File: src/rtl/adder_pipelined_pkg.sv
// adder_pipelined_pkg: op encodings and default geometry shared by the pipelined adder
package adder_pipelined_pkg;
  localparam int WIDTH_DEF = 24;
  localparam int CHUNK_DEF = 8;
  typedef enum logic [1:0] {
    OP_ADD = 2'b00,
    OP_ADC = 2'b01,
    OP_SUB = 2'b10,
    OP_SBB = 2'b11
  } op_e;
endpackage

File: src/rtl/adder_chunk.sv
// adder_chunk: combinational CHUNK-bit ripple adder built from full_adder cells
// Ports: a_i, b_i operands, c_i carry in; s_o sum, c_o carry out, cm_o carry into the MSB.
module adder_chunk
  import adder_pipelined_pkg::*;
#(
  parameter int CHUNK = CHUNK_DEF
) (
  input  logic [CHUNK-1:0] a_i,
  input  logic [CHUNK-1:0] b_i,
  input  logic             c_i,
  output logic [CHUNK-1:0] s_o,
  output logic             c_o,
  output logic             cm_o
);
  logic [CHUNK:0] c;
  assign c[0] = c_i;
  for (genvar i = 0; i < CHUNK; i++) begin : g_fa
    full_adder u_fa (.a_i(a_i[i]), .b_i(b_i[i]), .c_i(c[i]), .s_o(s_o[i]), .c_o(c[i+1]));
  end
  assign c_o  = c[CHUNK];
  assign cm_o = c[CHUNK-1];
endmodule

File: src/rtl/full_adder.sv
// full_adder: 1-bit full-adder cell
// Ports: a_i, b_i, c_i in; s_o sum, c_o carry out.
module full_adder (
  input  logic a_i,
  input  logic b_i,
  input  logic c_i,
  output logic s_o,
  output logic c_o
);
  assign s_o = a_i ^ b_i ^ c_i;
  assign c_o = (a_i & b_i) | (c_i & (a_i ^ b_i));
endmodule

File: src/rtl/adder_pipelined.sv
// adder_pipelined: WIDTH-bit add/sub split into CHUNK-bit ripple stages with valid/ready flow control
// Ports: Clock, Reset (sync, active-high); InValid/InReady with A, B, Op, CarryIn in;
// OutValid/OutReady with SUM, CarryOut, Overflow, Zero, Negative out.
// Define ADDER_FLAGS_EN to compute the four flags; otherwise they are tied 0.
module adder_pipelined
  import adder_pipelined_pkg::*;
#(
  parameter int WIDTH = WIDTH_DEF,
  parameter int CHUNK = CHUNK_DEF
) (
  input  logic             Clock,
  input  logic             Reset,
  input  logic             InValid,
  output logic             InReady,
  input  logic [WIDTH-1:0] A,
  input  logic [WIDTH-1:0] B,
  input  logic [1:0]       Op,
  input  logic             CarryIn,
  output logic             OutValid,
  input  logic             OutReady,
  output logic [WIDTH-1:0] SUM,
  output logic             CarryOut,
  output logic             Overflow,
  output logic             Zero,
  output logic             Negative
);
  localparam int STAGES = WIDTH / CHUNK;
  op_e op;
  logic adv, c0;
  logic [WIDTH-1:0] bx;
  assign op = op_e'(Op);
  assign adv = !OutValid | OutReady;
  assign InReady = adv;
  assign bx = (op == OP_SUB || op == OP_SBB) ? ~B : B;
  assign c0 = (op == OP_ADD) ? 1'b0 : (op == OP_SUB) ? 1'b1 : CarryIn;
  // Stage k adds chunk k; au/bu hold operand bits from chunk k upward, s_q the finished low chunks.
  for (genvar k = 0; k < STAGES; k++) begin : g_st
    localparam int LO = k * CHUNK;
    logic [WIDTH-LO-1:0] au, bu;
    logic [LO+CHUNK-1:0] s_d, s_q;
    logic [CHUNK-1:0] s;
    logic ci, vi, co, cm, v_q, unused_c;
    adder_chunk #(.CHUNK(CHUNK)) u_add (
      .a_i(au[CHUNK-1:0]), .b_i(bu[CHUNK-1:0]), .c_i(ci), .s_o(s), .c_o(co), .cm_o(cm)
    );
    // Only the last stage consumes cm, and only with flags enabled.
    assign unused_c = co ^ cm;
    if (k == 0) begin : g_in
      assign au  = A;
      assign bu  = bx;
      assign ci  = c0;
      assign vi  = InValid;
      assign s_d = s;
    end else begin : g_mid
      assign au  = g_st[k-1].g_up.a_q;
      assign bu  = g_st[k-1].g_up.b_q;
      assign ci  = g_st[k-1].g_up.c_q;
      assign vi  = g_st[k-1].v_q;
      assign s_d = {s, g_st[k-1].s_q};
    end
    always_ff @(posedge Clock)
      if (Reset) {v_q, s_q} <= '0;
      else if (adv) {v_q, s_q} <= {vi, s_d};
    if (k < STAGES - 1) begin : g_up
      logic [WIDTH-LO-CHUNK-1:0] a_q, b_q;
      logic c_q;
      always_ff @(posedge Clock)
        if (Reset) {a_q, b_q, c_q} <= '0;
        else if (adv) {a_q, b_q, c_q} <= {au[WIDTH-LO-1:CHUNK], bu[WIDTH-LO-1:CHUNK], co};
    end
`ifdef ADDER_FLAGS_EN
    logic z_in, z_q;
    if (k == 0) begin : g_z0
      assign z_in = 1'b1;
    end else begin : g_zk
      assign z_in = g_st[k-1].z_q;
    end
    always_ff @(posedge Clock)
      if (Reset) z_q <= 1'b0;
      else if (adv) z_q <= z_in & ~|s;
`endif
  end
  assign OutValid = g_st[STAGES-1].v_q;
  assign SUM = g_st[STAGES-1].s_q;
`ifdef ADDER_FLAGS_EN
  logic cf_q, ov_q;
  always_ff @(posedge Clock)
    if (Reset) {cf_q, ov_q} <= '0;
    else if (adv) {cf_q, ov_q} <= {g_st[STAGES-1].co, g_st[STAGES-1].co ^ g_st[STAGES-1].cm};
  assign CarryOut = cf_q;
  assign Overflow = ov_q;
  assign Zero = g_st[STAGES-1].z_q;
  assign Negative = SUM[WIDTH-1];
`else
  assign {CarryOut, Overflow, Zero, Negative} = 4'b0;
`endif
endmodule

File: config.mk
export PLATFORM = sky130hd
export DESIGN_NAME = adder_pipelined
export DESIGN_NICKNAME = d
export VERILOG_FILES = /design/src/rtl/adder_pipelined_pkg.sv /design/src/rtl/adder_chunk.sv /design/src/rtl/full_adder.sv /design/src/rtl/adder_pipelined.sv
export SDC_FILE = /design/constraint.sdc
export NUM_CORES = 1
export LEC_CHECK = 0
export CAP_MARGIN = 30
export CORE_ASPECT_RATIO = 1.4
export CORE_MARGIN = 4
export CORE_UTILIZATION = 40
export CTS_BUF_LIST = sky130_fd_sc_hd__clkbuf_8
export DETAILED_ROUTE_END_ITERATION = 16
export PLACE_DENSITY_LB_ADDON = 0.2
export SLEW_MARGIN = 10
export SYNTH_ARGS = -nofsm -noshare
export SYNTH_HDL_FRONTEND = slang
export SYNTH_SLANG_ARGS = --single-unit
File: constraint.sdc
create_clock -name Clock -period 4.45 [get_ports Clock]
set_input_delay 0.6675 -clock Clock [delete_from_list [all_inputs] [get_ports Clock]]
set_output_delay 0.6675 -clock Clock [all_outputs]
set_load 0.1 [all_outputs]
==> results by group, run 1 <==
Critical path
  • Beginning of the critical path: B[0]
  • Cell mode on critical path: fa_1
  • Crit-path max FO: 1
  • Slowest CP cell: clkdlybuf4s50_1
  • Data arrival time of the worst path: approximately 4.5 ns
  • Worst Setup End Kind: flip-flop
  • Worst EP required: roughly 4.7 ns
  • Reg-to-Reg Start: g_st[0].g_up.c_q
  • WS Path Type: input port to flip-flop
  • Biggest cell delay along the critical path: 0.42 ns
  • Crit start category: input port
  • CP cell instances: clkdlybuf4s50_1 -> xnor2_1 -> fa_1 -> fa_2 -> fa_1 -> fa_2 -> fa_2 -> fa_1 -> fa_1 -> inv_1 -> fa_1 -> nand2_1 -> a21oi_1

Yosys
  • Distinct cell type count after synthesis: 20
  • Post-synth top cells: nand2_1 (146), dfxtp_1 (101), a21oi_1 (73), nor2_1 (29), fa_1 (23)
  • Prevailing post-synth register cell: dfxtp_1
  • Async SR Flop Fraction: 0%
  • Largest area contributor in the netlist: dfxtp_1
  • Post-synthesis sequential area ratio: a little under half
  • Synthesized flop and latch total: 101
  • Cell Area, Synth: 4370 sq um
  • EDFF count, synth: 0
  • Count leader, synth: nand2_1
  • Share of the synthesized area in the top cell type: a little under half
  • Synthesized instance count: 487
  • Ys Warns: 0
  • Syn avg cell area: approximately 9 sq um
  • Synth top area cells: dfxtp_1 (46%), nand2_1 (13%), fa_1 (11%)

Placed design
  • Detail Placement HPWL: between 5000 and 6000 microns
  • Placer's final routability congestion estimate: between 0.8 and 0.9
  • Placed cell areas: about 5200 sq um
  • Placed cells: 673
  • Dpl ws: -0.379 ns
  • PortBufs: 80

GRT
  • Initial antenna violation count: 0
  • Largest net degree at the start of global routing: ~80
  • Vias in the first global route: 3027
  • Global-route wire length before repair: about 15000 microns
  • GRT Resource Usage Total: between 10% and 20%
  • Global route overflow: 0

Run status
  • Status: completed

Timing
  • TNS Setup: 0 ns
  • Worst Tran Pin Value: ~0.97 ns
  • Clock Skews: 0.00780 ns
  • Slew headroom: 34.9%
  • Max Fclk: between 200 and 250 MHz
  • Setup ws final: between 0.2 and 0.25 ns
  • Final Critical Period: around 4.2 ns
  • Fin. Hold Viols: 0
  • Hold Worst Slack: ~0.45 ns
  • Final setup fails: 0
  • Pins Over Slew Limit: 0
  • RSZ-0062 raised after global routing: no
  • Final Cycle Share: between 90% and 100%

Clock tree
  • CTS root buf: clkbuf_8
  • CTS sink cnt: approximately 100
  • TritonCTS buffer count: 9
  • Max Root-Sink Buffers: 2
  • Clock H-tree levels: 3
  • Clock Latency Late Sink: about 0.36 ns
  • Clk slew on worst S/H paths: 0.09 ns
  • TritonCTS clock tree: built
  • Post-CTS setup buffers: 0

Die
  • Initial Utilization: 41.6%
  • Die area: between 10000 and 15000 sq um
  • Core Rows: 44
  • # IOs: 85
  • Die width: 96.3 microns
  • Core Box Area: about 11000 sq um
  • Die Ht: roughly 130 microns

Drt
  • Routed WL per cell: roughly 13 microns
  • Via density: approximately 4.6
  • # DRC: 0
  • DR vias: around 3200
  • Post-route ant nets: 0
  • Drt pass-1 iters: 4
  • DRT iter0 DRCs: ~160
  • Wirelength, routed: around 8700 microns

Final layout
  • Layout Cells excl Fill: around 690
  • Area grow syn2layout: 22.5%
  • Layout cells sized above 1: under 10%
  • Final Util: about 51%
  • Final instance area: around 5400 sq um
  • Final nets: between 600 and 700
  • Ant. Diodes: 0

Power
  • Clk pwr share: a little over a quarter
  • Sw frac: a little under a third
  • P per Cell Area: about 370 nW/um^2
  • Maximum vdd ir drop: 0.194 mV
  • Internal power: between 1 and 1.5 mW
  • Net Switching: roughly 0.61 mW
  • Leakage: 2.09 nW
  • PnR Total Power: 1.96 mW
  • Sequential Power Share: 52.1%
  • Logic pwr share: 21.8%

Min path
  • Hold path start: SUM[5]
  • HP Class: flip-flop to flip-flop

Run
  • Max-cap violations: 0
[power by group through the flow]
stage | clock [mW] | combinational [mW] | sequential [mW]
floorplan | 0 | 0.196 | 1.15
global placement | 0 | 0.421 | 1.04
detailed placement | 0 | 0.430 | 1.04
CTS | 0.537 | 0.432 | 1.02
global route | 0.570 | 0.471 | 1.03
finish | 0.513 | 0.428 | 1.02
[metal layers]
layer,wire [microns],global-route usage [%],vias to the layer above,part of all wire (%)
li1,-,-,1655,-
met3,360,2.46,15,4.1
met1,4140,21.0,1441,48
met2,3940,21.2,63,45
met5,0,0,-,0
met4,246,7.41,0,2.8
[worst max-delay path: cells and delay by family]
kind	cells	cell delay [ns]
xor+xnor	1	0.15
simple gates	1	0.07
buf+inv	2	0.50
fa+ha+maj	8	3.03
compound gates	1	0.06
[final cells by class]
| type | instances | area [sq um] |
|---|---|---|
| Sequential cell | 101 | 2020 |
| Clock buffer | 10 | 138 |
| Clock inverter | 5 | 27.5 |
| Inverter | 20 | 77.6 |
| Timing Repair Buffer | 85 | 860 |
| Tap cell | 138 | 173 |
| Fill cell | 1031 | 5160 |
| Multi-Input combinational cell | 329 | 2060 |
[state kept, by name, indices dropped and copies added, names as in the netlist]
name           cells
SUM               24
g_st.g_up.b_q     24
g_st.v_q           2
g_st.g_up.c_q      2
g_st.g_up.a_q     24
OutValid           1
g_st.s_q          24
[cell usage in the layout, fill, tap and decap left out, types with 3 or more instances in the layout]
cell	instances
xor2_1	3
fa_1	20
clkdlybuf4s50_1	77
clkinv_2	3
a211oi_2	18
a21oi_1	73
dfxtp_1	101
conb_1	4
xnor2_1	21
nor2_1	29
buf_4	5
fa_2	3
clkbuf_8	10
a211oi_1	9
nand2_1	146
inv_1	20
[timing repair]
item                                    4_1_cts  5_1_grt
resized for setup                             0        4
endpoints found under the setup margin        0        1
hold buffers                                  0        0
[logic make-up (layout without fill, tap and decap cells)]
family | Yosys count | after routing | share of synthesized area (%)
DFF | 101 | 101 | 46.3
buffers and inverters | 60 | 120 | 7.13
and+or+nand+nor | 176 | 176 | 15.3
AOI/OAI and AO/OA | 100 | 100 | 15.1
xor gates and xnor gates | 25 | 25 | 5.35
muxes | 1 | 1 | 0.229
other | 1 | 4 | 0.0858
adders and majority gates | 23 | 23 | 10.5
[final timing paths]
path / cells past startpoint / slack (ns) / to
worst min-delay path: 2 / 0.45 / SUM[5]
worst min register to register: 2 / 0.45 / SUM[5]
worst max register to register: 12 / 0.31 / g_st[1].s_q[15]
worst max-delay path: 13 / 0.22 / g_st[0].s_q[7]
Note: power is estimated with default switching activity, not from simulation.
==> run 2: changes to the inputs <==
==> constraint.sdc (replaced) <==
create_clock -name Clock -period 5.39 [get_ports Clock]
set_input_delay 0.8085 -clock Clock [delete_from_list [all_inputs] [get_ports Clock]]
set_output_delay 0.8085 -clock Clock [all_outputs]
set_load 0.1 [all_outputs]
==> run 2 against run 1 <==
  * Combinational power decreased by 19%
  * Design area increased by 0.19%
  * Critical path depth unchanged
  * Critical path type unchanged
==> results by group, run 2 (synthesis results as in run 1) <==
Run status
  • Status: completed

Drt
  • Post-route ant nets: 0
  • Drt pass-1 iters: 4
  • Wirelength, routed: about 8400 microns
  • Routed WL per cell: roughly 12 microns
  • Via density: about 4.5
  • DR vias: slightly above 3000
  • DRT iter0 DRCs: ~130
  • # DRC: 0

Power
  • Maximum vdd ir drop: between 0.1 and 0.15 mV
  • Logic pwr share: a little over a fifth
  • Sw frac: between 20% and 30%
  • Net Switching: 0.496 mW
  • Internal power: approximately 1.2 mW
  • P per Cell Area: 309 nW/um^2
  • Leakage: 2.09 nW
  • Sequential Power Share: 51.0%
  • Clk pwr share: between 20% and 30%

Timing
  • Clock Skews: approximately 0.0032 ns
  • Fin. Hold Viols: 0
  • Worst Tran Pin Value: around 1 ns
  • RSZ-0062 raised after global routing: no
  • Setup ws final: approximately 0.73 ns
  • Final Critical Period: 4.66 ns
  • Slew headroom: 33.2%
  • Final setup fails: 0
  • Max Fclk: roughly 210 MHz
  • Pins Over Slew Limit: 0
  • Final Cycle Share: approximately 86%
  • TNS Setup: 0 ns

Die
  • Core Box Area: around 11000 sq um
  • # IOs: 85
  • Initial Utilization: between 40% and 50%
  • Die Ht: ~130 microns
  • Core Rows: 44
  • Die width: 96.3 microns
  • Die area: about 13000 sq um

Clock tree
  • Clock H-tree levels: 3
  • Clock Latency Late Sink: about 0.35 ns
  • TritonCTS clock tree: built
  • Post-CTS setup buffers: 0
  • CTS sink cnt: 101
  • Clk slew on worst S/H paths: ~0.09 ns
  • Hold buffers post-CTS: 0
  • CTS root buf: clkbuf_8
  • TritonCTS buffer count: 9
  • Post-CTS sizing: 0
  • Max Root-Sink Buffers: 2

Critical path
  • Crit start category: input port
  • Biggest cell delay along the critical path: a little under 0.6 ns
  • Crit-path max FO: 4
  • Critical R2R Capture: g_st[1].s_q[15]
  • Critical Path Stages: 13
  • Worst EP required: 5.61 ns
  • Reg-to-Reg Start: g_st[0].g_up.c_q
  • Worst path top cell family by delay: adder cells
  • Buffers & Inverters on Critical Path: 2
  • CP cell instances: clkdlybuf4s50_1 -> xnor2_1 -> fa_1 -> fa_1 -> fa_1 -> fa_1 -> fa_1 -> fa_1 -> fa_1 -> inv_1 -> fa_1 -> nand2_1 -> a21oi_1
  • Data arrival time of the worst path: ~4.9 ns
  • Slowest CP cell: clkdlybuf4s50_1
  • Cell mode on critical path: fa_1
  • Worst Setup End Kind: flip-flop
  • Worst reg2reg path depth: 12
  • WS Path Type: input port to flip-flop
  • Reg2Reg Setup Slack: about 1.3 ns

Placed design
  • Detail Placement HPWL: ~5700 microns
  • Dpl ws: between 0.3 and 0.4 ns
  • Placer's final routability congestion estimate: between 0.7 and 0.8
  • PortBufs: 80

Min path
  • Worst hold endpoint: g_st[1].g_up.a_q[0]
  • Hold Crit Depth: 2
  • HP Class: flip-flop to flip-flop
  • Hold path start: g_st[1].g_up.a_q[0]

Run
  • Max-cap violations: 0

Final layout
  • Area grow syn2layout: 22.7%
  • Final nets: 623
  • Most frequent cells in the layout: nand2_1 (146), dfxtp_1 (101), clkdlybuf4s50_1 (78)
  • Most common cell after layout, fill and taps aside: nand2_1
  • Ant. Diodes: 0
  • Layout cells sized above 1: 7.45%

GRT
  • Largest net degree at the start of global routing: 81
  • Global-route wire length before repair: around 15000 microns
  • GRT Resource Usage Total: roughly 14%
  • Vias in the first global route: between 3000 and 4000
  • Initial antenna violation count: 0
  • Global route overflow: 0
[run 2: cell count changes in the layout (fill, tap and decap cells not counted), sizes merged]
cell           change
buf                -1
clkbuf             +3
clkdlybuf4s50      +1
clkinv             -2
dlymetal6s2s       -1
[run 2: how the worst max path moves through the flow]
| stage | to | from | slack [ns] |
|---|---|---|---|
| after floorplan | g_st[0].s_q[7] | Op[1] | 0.75 |
| after global placement | g_st[0].s_q[7] | Op[1] | 0.38 |
| after detailed placement | g_st[0].s_q[7] | Op[1] | 0.37 |
| after CTS | g_st[0].s_q[7] | Op[1] | 0.76 |
| after global routing | g_st[0].s_q[7] | Op[1] | 0.56 |
| final | g_st[0].s_q[7] | Op[1] | 0.73 |
[run 2: layer usage]
| layer | up-vias | wire length [microns] | global-route usage [%] |
|---|---|---|---|
| met3 | 11 | 336 | 2.40 |
| met5 | - | 0 | 0 |
| met4 | 0 | 161 | 6.32 |
| li1 | 1649 | - | - |
| met1 | 1383 | 4080 | 20.6 |
| met2 | 51 | 3860 | 21.0 |
[run 2: per-stage QoR]
stage / util [%] / area, sq um / hold slack (ns) / std cells / power, mW
4_1_cts: 51.0 / 5360 / 0.456 / 688 / 1.68
3_3_place_gp: 48.9 / 5140 / 0.438 / 671 / 1.21
2_1_floorplan: - / 4380 / 0.432 / 490 / 1.11
5_1_grt: 51.0 / 5360 / 0.469 / 688 / 1.75
3_5_place_dp: 49.1 / 5170 / 0.445 / 672 / 1.21
6_report: 51.0 / 5360 / 0.453 / 688 / 1.66
[run 2: area by class of cell]
type | count | area [sq um]
Clock buffer | 13 | 179
Clock inverter | 3 | 17.5
Fill cell | 1015 | 5150
Inverter | 20 | 77.6
Multi-Input combinational cell | 329 | 2050
Sequential cell | 101 | 2020
Tap cell | 138 | 173
Timing Repair Buffer | 84 | 846
[run 2: power groups by stage]
stage	Clock (mW)	Sequential, mW	Combinational (mW)
floorplan	0	0.951	0.161
global placement	0	0.860	0.346
detailed placement	0	0.863	0.349
CTS	0.481	0.845	0.351
global route	0.518	0.854	0.380
finish	0.464	0.844	0.348
[run 2: worst min-delay path, cell delays in order, from the launching register on]
cell and delay (ns):
dfxtp_1 0.32, nand2_1 0.05, a21oi_1 0.05
